## src/rtl/sprite_motion_sequencer_pkg.sv

```systemverilog
// Shared definitions for the sprite motion sequencer and the display datapath.
//   - One-hot state bit indices and the state enum built from them.
//   - Default screen and sprite box dimensions.
//   - box_fits(): "does a box starting at pos with this size end inside limit".
package sprite_motion_sequencer_pkg;

  localparam int STATE_IDLE    = 0;
  localparam int STATE_UPD_TGT = 1;
  localparam int STATE_UPD_TRP = 2;
  localparam int STATE_DONE    = 3;
  localparam int NUM_STATES    = 4;

  typedef enum logic [NUM_STATES-1:0] {
    ST_IDLE    = 4'(1 << STATE_IDLE),
    ST_UPD_TGT = 4'(1 << STATE_UPD_TGT),
    ST_UPD_TRP = 4'(1 << STATE_UPD_TRP),
    ST_DONE    = 4'(1 << STATE_DONE)
  } state_e;

  localparam int DEF_SCREEN_W = 640;
  localparam int DEF_SCREEN_H = 480;
  localparam int DEF_SPRITE_W = 8;
  localparam int DEF_SPRITE_H = 8;

  // The sum is one bit wider than the operands, so it can never wrap and a
  // position near the top of its range always reads as off-screen.
  function automatic logic box_fits(input logic [31:0] pos,
                                    input logic [31:0] size,
                                    input logic [31:0] limit);
    logic [32:0] box_end;
    box_end = {1'b0, pos} + {1'b0, size};
    return box_end <= {1'b0, limit};
  endfunction

endpackage

```

## src/rtl/sprite_step_adder.sv

```systemverilog
// Combinational X/Y step adder shared by both sprites.
//   cur_x/cur_y     : current position
//   step_x/step_y   : signed per-frame step (two's complement)
//   next_x/next_y   : position + sign-extended step, wrapping modulo 2^WIDTH
//   next_on_screen  : sprite box at next_x/next_y lies fully inside the screen
module sprite_step_adder
  import sprite_motion_sequencer_pkg::*;
#(
  parameter int X_WIDTH  = 10,
  parameter int Y_WIDTH  = 10,
  parameter int D_WIDTH  = 4,
  parameter int SCREEN_W = DEF_SCREEN_W,
  parameter int SCREEN_H = DEF_SCREEN_H,
  parameter int SPRITE_W = DEF_SPRITE_W,
  parameter int SPRITE_H = DEF_SPRITE_H
) (
  input  logic [X_WIDTH-1:0] cur_x,
  input  logic [Y_WIDTH-1:0] cur_y,
  input  logic [D_WIDTH-1:0] step_x,
  input  logic [D_WIDTH-1:0] step_y,
  output logic [X_WIDTH-1:0] next_x,
  output logic [Y_WIDTH-1:0] next_y,
  output logic               next_on_screen
);

  // Wrap-around is intentional: stepping left from 0 lands at the far end of
  // the coordinate range, which the on-screen test then rejects.
  assign next_x = cur_x + {{(X_WIDTH-D_WIDTH){step_x[D_WIDTH-1]}}, step_x};
  assign next_y = cur_y + {{(Y_WIDTH-D_WIDTH){step_y[D_WIDTH-1]}}, step_y};

  assign next_on_screen = box_fits(32'(next_x), 32'(SPRITE_W), 32'(SCREEN_W)) &
                          box_fits(32'(next_y), 32'(SPRITE_H), 32'(SCREEN_H));

endmodule

```

## src/rtl/sprite_motion_sequencer.sv

```systemverilog
// Moves the target and torpedo sprites once per frame through one shared
// X/Y step adder, loads start positions on write strobes, and flags whether
// each sprite box is fully on screen.
//   clk, reset            : clock, asynchronous active-high reset
//   frame_tick            : one-cycle frame strobe
//   freeze                : level, holds motion (writes still load)
//   tgt_write/trp_write   : load position and velocity for that sprite
//   tgt_*_in, trp_*_in    : start positions; tgt_d*/trp_d* signed steps
//   tgt_x/y, trp_x/y      : registered positions
//   tgt/trp_on_screen     : registered on-screen flags
//   update_done           : high for the single DONE cycle of a sequence
//   overrun               : sticky, a frame tick was lost
//   state_dbg             : one-hot FSM state
//
// Interface protocol: frame_tick is a fire-and-forget strobe with no ready.
// A tick that cannot start a sequence immediately (busy or frozen) is held in
// a one-deep pending slot; a tick arriving while that slot is full is dropped
// and recorded in overrun. Writes are likewise accepted unconditionally on
// the next edge and take priority over that sprite's step.
module sprite_motion_sequencer
  import sprite_motion_sequencer_pkg::*;
#(
  parameter int X_WIDTH  = 10,
  parameter int Y_WIDTH  = 10,
  parameter int D_WIDTH  = 4,
  parameter int SCREEN_W = DEF_SCREEN_W,
  parameter int SCREEN_H = DEF_SCREEN_H,
  parameter int SPRITE_W = DEF_SPRITE_W,
  parameter int SPRITE_H = DEF_SPRITE_H
) (
  input  logic                  clk,
  input  logic                  reset,
  input  logic                  frame_tick,
  input  logic                  freeze,
  input  logic                  tgt_write,
  input  logic [X_WIDTH-1:0]    tgt_x_in,
  input  logic [Y_WIDTH-1:0]    tgt_y_in,
  input  logic [D_WIDTH-1:0]    tgt_dx,
  input  logic [D_WIDTH-1:0]    tgt_dy,
  input  logic                  trp_write,
  input  logic [X_WIDTH-1:0]    trp_x_in,
  input  logic [Y_WIDTH-1:0]    trp_y_in,
  input  logic [D_WIDTH-1:0]    trp_dx,
  input  logic [D_WIDTH-1:0]    trp_dy,
  output logic [X_WIDTH-1:0]    tgt_x,
  output logic [Y_WIDTH-1:0]    tgt_y,
  output logic [X_WIDTH-1:0]    trp_x,
  output logic [Y_WIDTH-1:0]    trp_y,
  output logic                  tgt_on_screen,
  output logic                  trp_on_screen,
  output logic                  update_done,
  output logic                  overrun,
  output logic [NUM_STATES-1:0] state_dbg
);

  state_e state, state_next;
  logic   start_update;
  logic   pending;

  logic [D_WIDTH-1:0] tgt_dx_q, tgt_dy_q, trp_dx_q, trp_dy_q;

  logic [X_WIDTH-1:0] op_x, step_x;
  logic [Y_WIDTH-1:0] op_y, step_y;
  logic [D_WIDTH-1:0] op_dx, op_dy;
  logic               step_on;

  // ---------------- FSM ----------------
  always_ff @(posedge clk or posedge reset) begin
    if (reset) state <= ST_IDLE;
    else       state <= state_next;
  end

  always_comb begin
    state_next   = state;
    start_update = 1'b0;
    case (state)
      ST_IDLE: begin
        if ((frame_tick || pending) && !freeze) begin
          state_next   = ST_UPD_TGT;
          start_update = 1'b1;
        end
      end
      ST_UPD_TGT: state_next = ST_UPD_TRP;
      ST_UPD_TRP: state_next = ST_DONE;
      default:    state_next = ST_IDLE;  // DONE, and recovery from bad codes
    endcase
  end

  assign update_done = (state == ST_DONE);
  assign state_dbg   = state;

  // ---------------- tick queue ----------------
  always_ff @(posedge clk or posedge reset) begin
    if (reset) begin
      pending <= 1'b0;
      overrun <= 1'b0;
    end else begin
      if (start_update)    pending <= 1'b0;
      else if (frame_tick) pending <= 1'b1;
      if (frame_tick && pending) overrun <= 1'b1;
    end
  end

  // ---------------- shared adder ----------------
  always_comb begin
    op_x  = tgt_x;
    op_y  = tgt_y;
    op_dx = tgt_dx_q;
    op_dy = tgt_dy_q;
    if (state == ST_UPD_TRP) begin
      op_x  = trp_x;
      op_y  = trp_y;
      op_dx = trp_dx_q;
      op_dy = trp_dy_q;
    end
  end

  sprite_step_adder #(
    .X_WIDTH (X_WIDTH),  .Y_WIDTH (Y_WIDTH),  .D_WIDTH (D_WIDTH),
    .SCREEN_W(SCREEN_W), .SCREEN_H(SCREEN_H),
    .SPRITE_W(SPRITE_W), .SPRITE_H(SPRITE_H)
  ) u_step (
    .cur_x         (op_x),
    .cur_y         (op_y),
    .step_x        (op_dx),
    .step_y        (op_dy),
    .next_x        (step_x),
    .next_y        (step_y),
    .next_on_screen(step_on)
  );

  // ---------------- sprite registers ----------------
  // A write in the sprite's own update cycle wins and that frame's step is lost.
  always_ff @(posedge clk or posedge reset) begin
    if (reset) begin
      tgt_x         <= '0;
      tgt_y         <= '0;
      tgt_dx_q      <= '0;
      tgt_dy_q      <= '0;
      tgt_on_screen <= 1'b0;
    end else if (tgt_write) begin
      tgt_x         <= tgt_x_in;
      tgt_y         <= tgt_y_in;
      tgt_dx_q      <= tgt_dx;
      tgt_dy_q      <= tgt_dy;
      tgt_on_screen <= box_fits(32'(tgt_x_in), 32'(SPRITE_W), 32'(SCREEN_W)) &
                       box_fits(32'(tgt_y_in), 32'(SPRITE_H), 32'(SCREEN_H));
    end else if (state == ST_UPD_TGT) begin
      tgt_x         <= step_x;
      tgt_y         <= step_y;
      tgt_on_screen <= step_on;
    end
  end

  always_ff @(posedge clk or posedge reset) begin
    if (reset) begin
      trp_x         <= '0;
      trp_y         <= '0;
      trp_dx_q      <= '0;
      trp_dy_q      <= '0;
      trp_on_screen <= 1'b0;
    end else if (trp_write) begin
      trp_x         <= trp_x_in;
      trp_y         <= trp_y_in;
      trp_dx_q      <= trp_dx;
      trp_dy_q      <= trp_dy;
      trp_on_screen <= box_fits(32'(trp_x_in), 32'(SPRITE_W), 32'(SCREEN_W)) &
                       box_fits(32'(trp_y_in), 32'(SPRITE_H), 32'(SCREEN_H));
    end else if (state == ST_UPD_TRP) begin
      trp_x         <= step_x;
      trp_y         <= step_y;
      trp_on_screen <= step_on;
    end
  end

endmodule

```

## config.mk

```make
export PLATFORM = sky130hd
export DESIGN_NAME = sprite_motion_sequencer
export DESIGN_NICKNAME = d
export VERILOG_FILES = /design/src/rtl/sprite_motion_sequencer_pkg.sv /design/src/rtl/sprite_step_adder.sv /design/src/rtl/sprite_motion_sequencer.sv
export SDC_FILE = /design/constraint.sdc
export NUM_CORES = 1
export LEC_CHECK = 0
export CAP_MARGIN = 20
export CORE_MARGIN = 1.5
export CORE_UTILIZATION = 45
export DETAILED_ROUTE_END_ITERATION = 16
export PLACE_DENSITY = 0.72
export REMOVE_ABC_BUFFERS = 1
export SLEW_MARGIN = 20
export SYNTH_ARGS = -nofsm -noshare
export SYNTH_HDL_FRONTEND = slang
export SYNTH_SLANG_ARGS = --single-unit
```

## constraint.sdc

```tcl
create_clock -name clk -period 5.6 [get_ports clk]
set_input_delay 1.12 -clock clk [delete_from_list [all_inputs] [get_ports clk]]
set_output_delay 1.12 -clock clk [all_outputs]
set_load 0.01 [all_outputs]
```

==> out/results.txt <==
most common cell after layout, fill and taps aside -> nand2_1
Inserted Diodes -> 0
Synth Register Bits -> 64
Hold Buf Count CTS -> 0
WL/cell -> 16.2 µm
total grt overflow -> 0
Num CTS Buffers -> 9
DRC Markers -> 0
Max Freq -> 216 MHz
Leakage -> 2.57 nW
vias per inst -> 5.58
CTS tree -> built
DRT Pass-1 Iters -> 5
IO Port Bufs -> 109
GRT Total Usage -> 0.240
Layout Nets -> 750
Worst Skew -> 0.00901 ns
Sw Share -> 0.390
P_sw -> 0.760 mW
sequential area share after synthesis -> 0.347
layout cells sized above 1 -> 0.0747
worst-margin pin slew -> 0.918 ns
CTS Root Cell -> clkbuf_8
antenna violations before repair -> 0
setup repair after global routing missed its margin -> false
routability cong. -> 0.939
logic gate share of total power -> 0.485
clk sinks -> 64
Post-synth EDFFs -> 0
total chip power -> 1.95 mW
vias in the first global route -> 4,423
Rel. slew slack -> 0.388
Finish-stage setup viols -> 0
P_int -> 1.19 mW
Mapped Cells -> 567
drt initial violations -> 165
largest net degree at the start of global routing -> 52
H-tree depth -> 3
Die Y -> 104 µm
Worst setup SP type -> register
final hold slack -> 0.465 ns
Pwr Density -> 325 nW/µm²
IO Count -> 110
core area -> 9860 µm²
Async SR Flop Fraction -> 1.00
final slew viol count -> 0
Worst VDD drop -> 0.145 mV
post-route ant nets -> 0
Detailed Route WL -> 13,000 µm
CP max FO -> 25
Yosys warnings -> 0
part of the power in registers -> 0.305
cts repair resizes -> 0
Hold Crit Class -> reg2reg
type of element capturing the critical path -> register
initial core utilization -> 0.469
Die ar. -> 10,900 µm²
Syn Area/Cell -> 8.15 µm²
worst setup path category -> reg2reg
Vias -> 4,477
Fin. Hold Viols -> 0
setup bufs post-CTS -> 0
MaxCap Viol Count -> 0
cell area after synthesis -> 4620 µm²
Area Overhead vs Synth -> 29.7%
Tcrit/Tclk final -> 0.828
Max Root-Sink Buffers -> 2
most frequent cells in the layout -> nand2_1, clkdlybuf4s50_1, dfrtp_1, o21ai_0, a21oi_1
global-route wire length before repair -> 21,000 µm
status -> finished, final reports clean
Die X -> 104 µm
crit path time final -> 4.64 ns
Final HPWL DP -> 9820 µm
most common flop cell mapped by yosys -> dfrtp_1
setup TNS -> 0 ns
Filler Cell Count -> 900
clock slew at reported path FFs -> 0.07 ns
worst skew pair latency -> 0.35 ns
Clk pwr share -> 0.209
Required @ worst endpoint -> 5.88 ns
row count -> 36
number of distinct library cells after synthesis -> 58
FF/Latch Area -> 1600 µm²
area of the multi-input gates -> 2870 µm²
Critical Path AT -> 4.91 ns
[flip-flops by register name (all words and copies together) (netlist names)]
name           count
trp_x             10
overrun            1
tgt_x             10
tgt_on_screen      1
tgt_dy_q           4
trp_dy_q           4
trp_on_screen      1
state_dbg          4
tgt_dx_q           4
trp_y             10
pending            1
trp_dx_q           4
tgt_y             10
[metal layers]
metal	GRT usage	vias to the layer above	wire (µm)
met5	0	-	0
met4	0.0903	0	299
met3	0.0495	27	664
met2	0.414	135	6420
met1	0.293	2124	5590
li1	-	2191	-
[cell usage after synthesis, types with 2 or more instances]
master,instances,area [µm²]
nand4_1,7,43.8
and3_1,6,37.5
clkbuf_1,24,90.1
o21ai_0,46,230
a21o_1,5,37.5
ha_1,22,275
o211ai_1,3,22.5
dfrtp_1,63,1580
a32oi_1,3,26.3
mux2_2,17,191
o311ai_1,2,17.5
inv_1,11,41.3
mux2i_1,25,250
fa_1,2,40.0
and2_1,7,43.8
nor3_1,8,40.0
o22a_1,2,17.5
nor4_1,4,25.0
a21oi_1,43,215
a22oi_1,2,15.0
o31ai_1,2,15.0
a221oi_1,2,17.5
buf_1,2,7.51
o21ai_1,6,30.0
o21bai_1,2,15.0
nor2_1,40,150
xor2_1,10,87.6
xnor2_1,15,131
or3_1,3,18.8
nand2_1,136,510
nor4b_1,2,17.5
a31oi_1,3,18.8
nand3_1,13,65.1
a311oi_1,2,17.5
nand3b_1,4,30.0
[area by class of cell]
cell class,instances,area share
clock inverters,3,0.00668
clock buffers,13,0.0265
flip-flops and latches,64,0.267
inverters,12,0.00751
multi-input cells,464,0.478
repair buffers,113,0.186
well taps,133,0.0278
[critical path, cell delays in order, from the launching register on]
cell and delay, ns:
dfrtp_1 0.42, or4b_4 0.73, inv_2 0.37, nand2_1 0.10, nand2_1 0.07, ha_1 0.16, inv_1 0.05, fa_1 0.39
nor2b_1 0.28, a21oi_1 0.14, xnor2_1 0.30, ha_1 0.29, nor3b_1 0.20, nand4_1 0.18, nand3b_1 0.20, a31oi_1 0.18
a221oi_1 0.07, a32oi_1 0.21, nand4_1 0.12, nand3_1 0.10
[power by group through the flow]
stage / clock network, mW / registers [mW] / logic, mW
final: 0.408 / 0.595 / 0.946
after global routing: 0.436 / 0.604 / 1.05
after CTS: 0.417 / 0.594 / 0.941
after detailed placement: 0 / 0.602 / 0.935
after global placement: 0 / 0.600 / 0.915
after floorplan: 0 / 0.610 / 0.598
[kinds of logic (layout without fill, tap and decap cells)]
group | count (synthesis) | count (layout) | share of synthesized area
AND/OR/NAND/NOR | 238 | 238 | 0.228
AO/OA/AOI/OAI | 132 | 132 | 0.170
flip-flops | 64 | 64 | 0.347
multiplexers | 45 | 45 | 0.107
buffers and inverters | 39 | 141 | 0.0333
XOR/XNOR | 25 | 25 | 0.0474
adder cells (fa/ha/maj) | 24 | 24 | 0.0682
[path summary, 6_finish.rpt]
check | end | from | cells after the start | slack (ns)
max reg2reg | tgt_on_screen | state_dbg[3] | 19 | 0.96
min in group asynchronous | trp_dy_q[2] | reset | 2 | 1.20
max | tgt_on_screen | state_dbg[3] | 19 | 0.96
max in group asynchronous | state_dbg[0] | reset | 3 | 3.47
min reg2reg | overrun | overrun | 1 | 0.47
min | overrun | overrun | 1 | 0.47
[stage by stage]
| stage | std cells | cell area [µm²] | worst slack, ns | utilization |
|---|---|---|---|---|
| after floorplan | 540 | 4510 | 1.27 | - |
| after global placement | 786 | 5800 | 1.29 | 0.588 |
| after detailed placement | 786 | 5800 | 1.02 | 0.588 |
| after CTS | 802 | 6000 | 1.00 | 0.608 |
| after global routing | 802 | 6000 | 0.544 | 0.608 |
| final | 802 | 6000 | 0.962 | 0.608 |
Note: power is estimated with default switching activity, not from simulation.
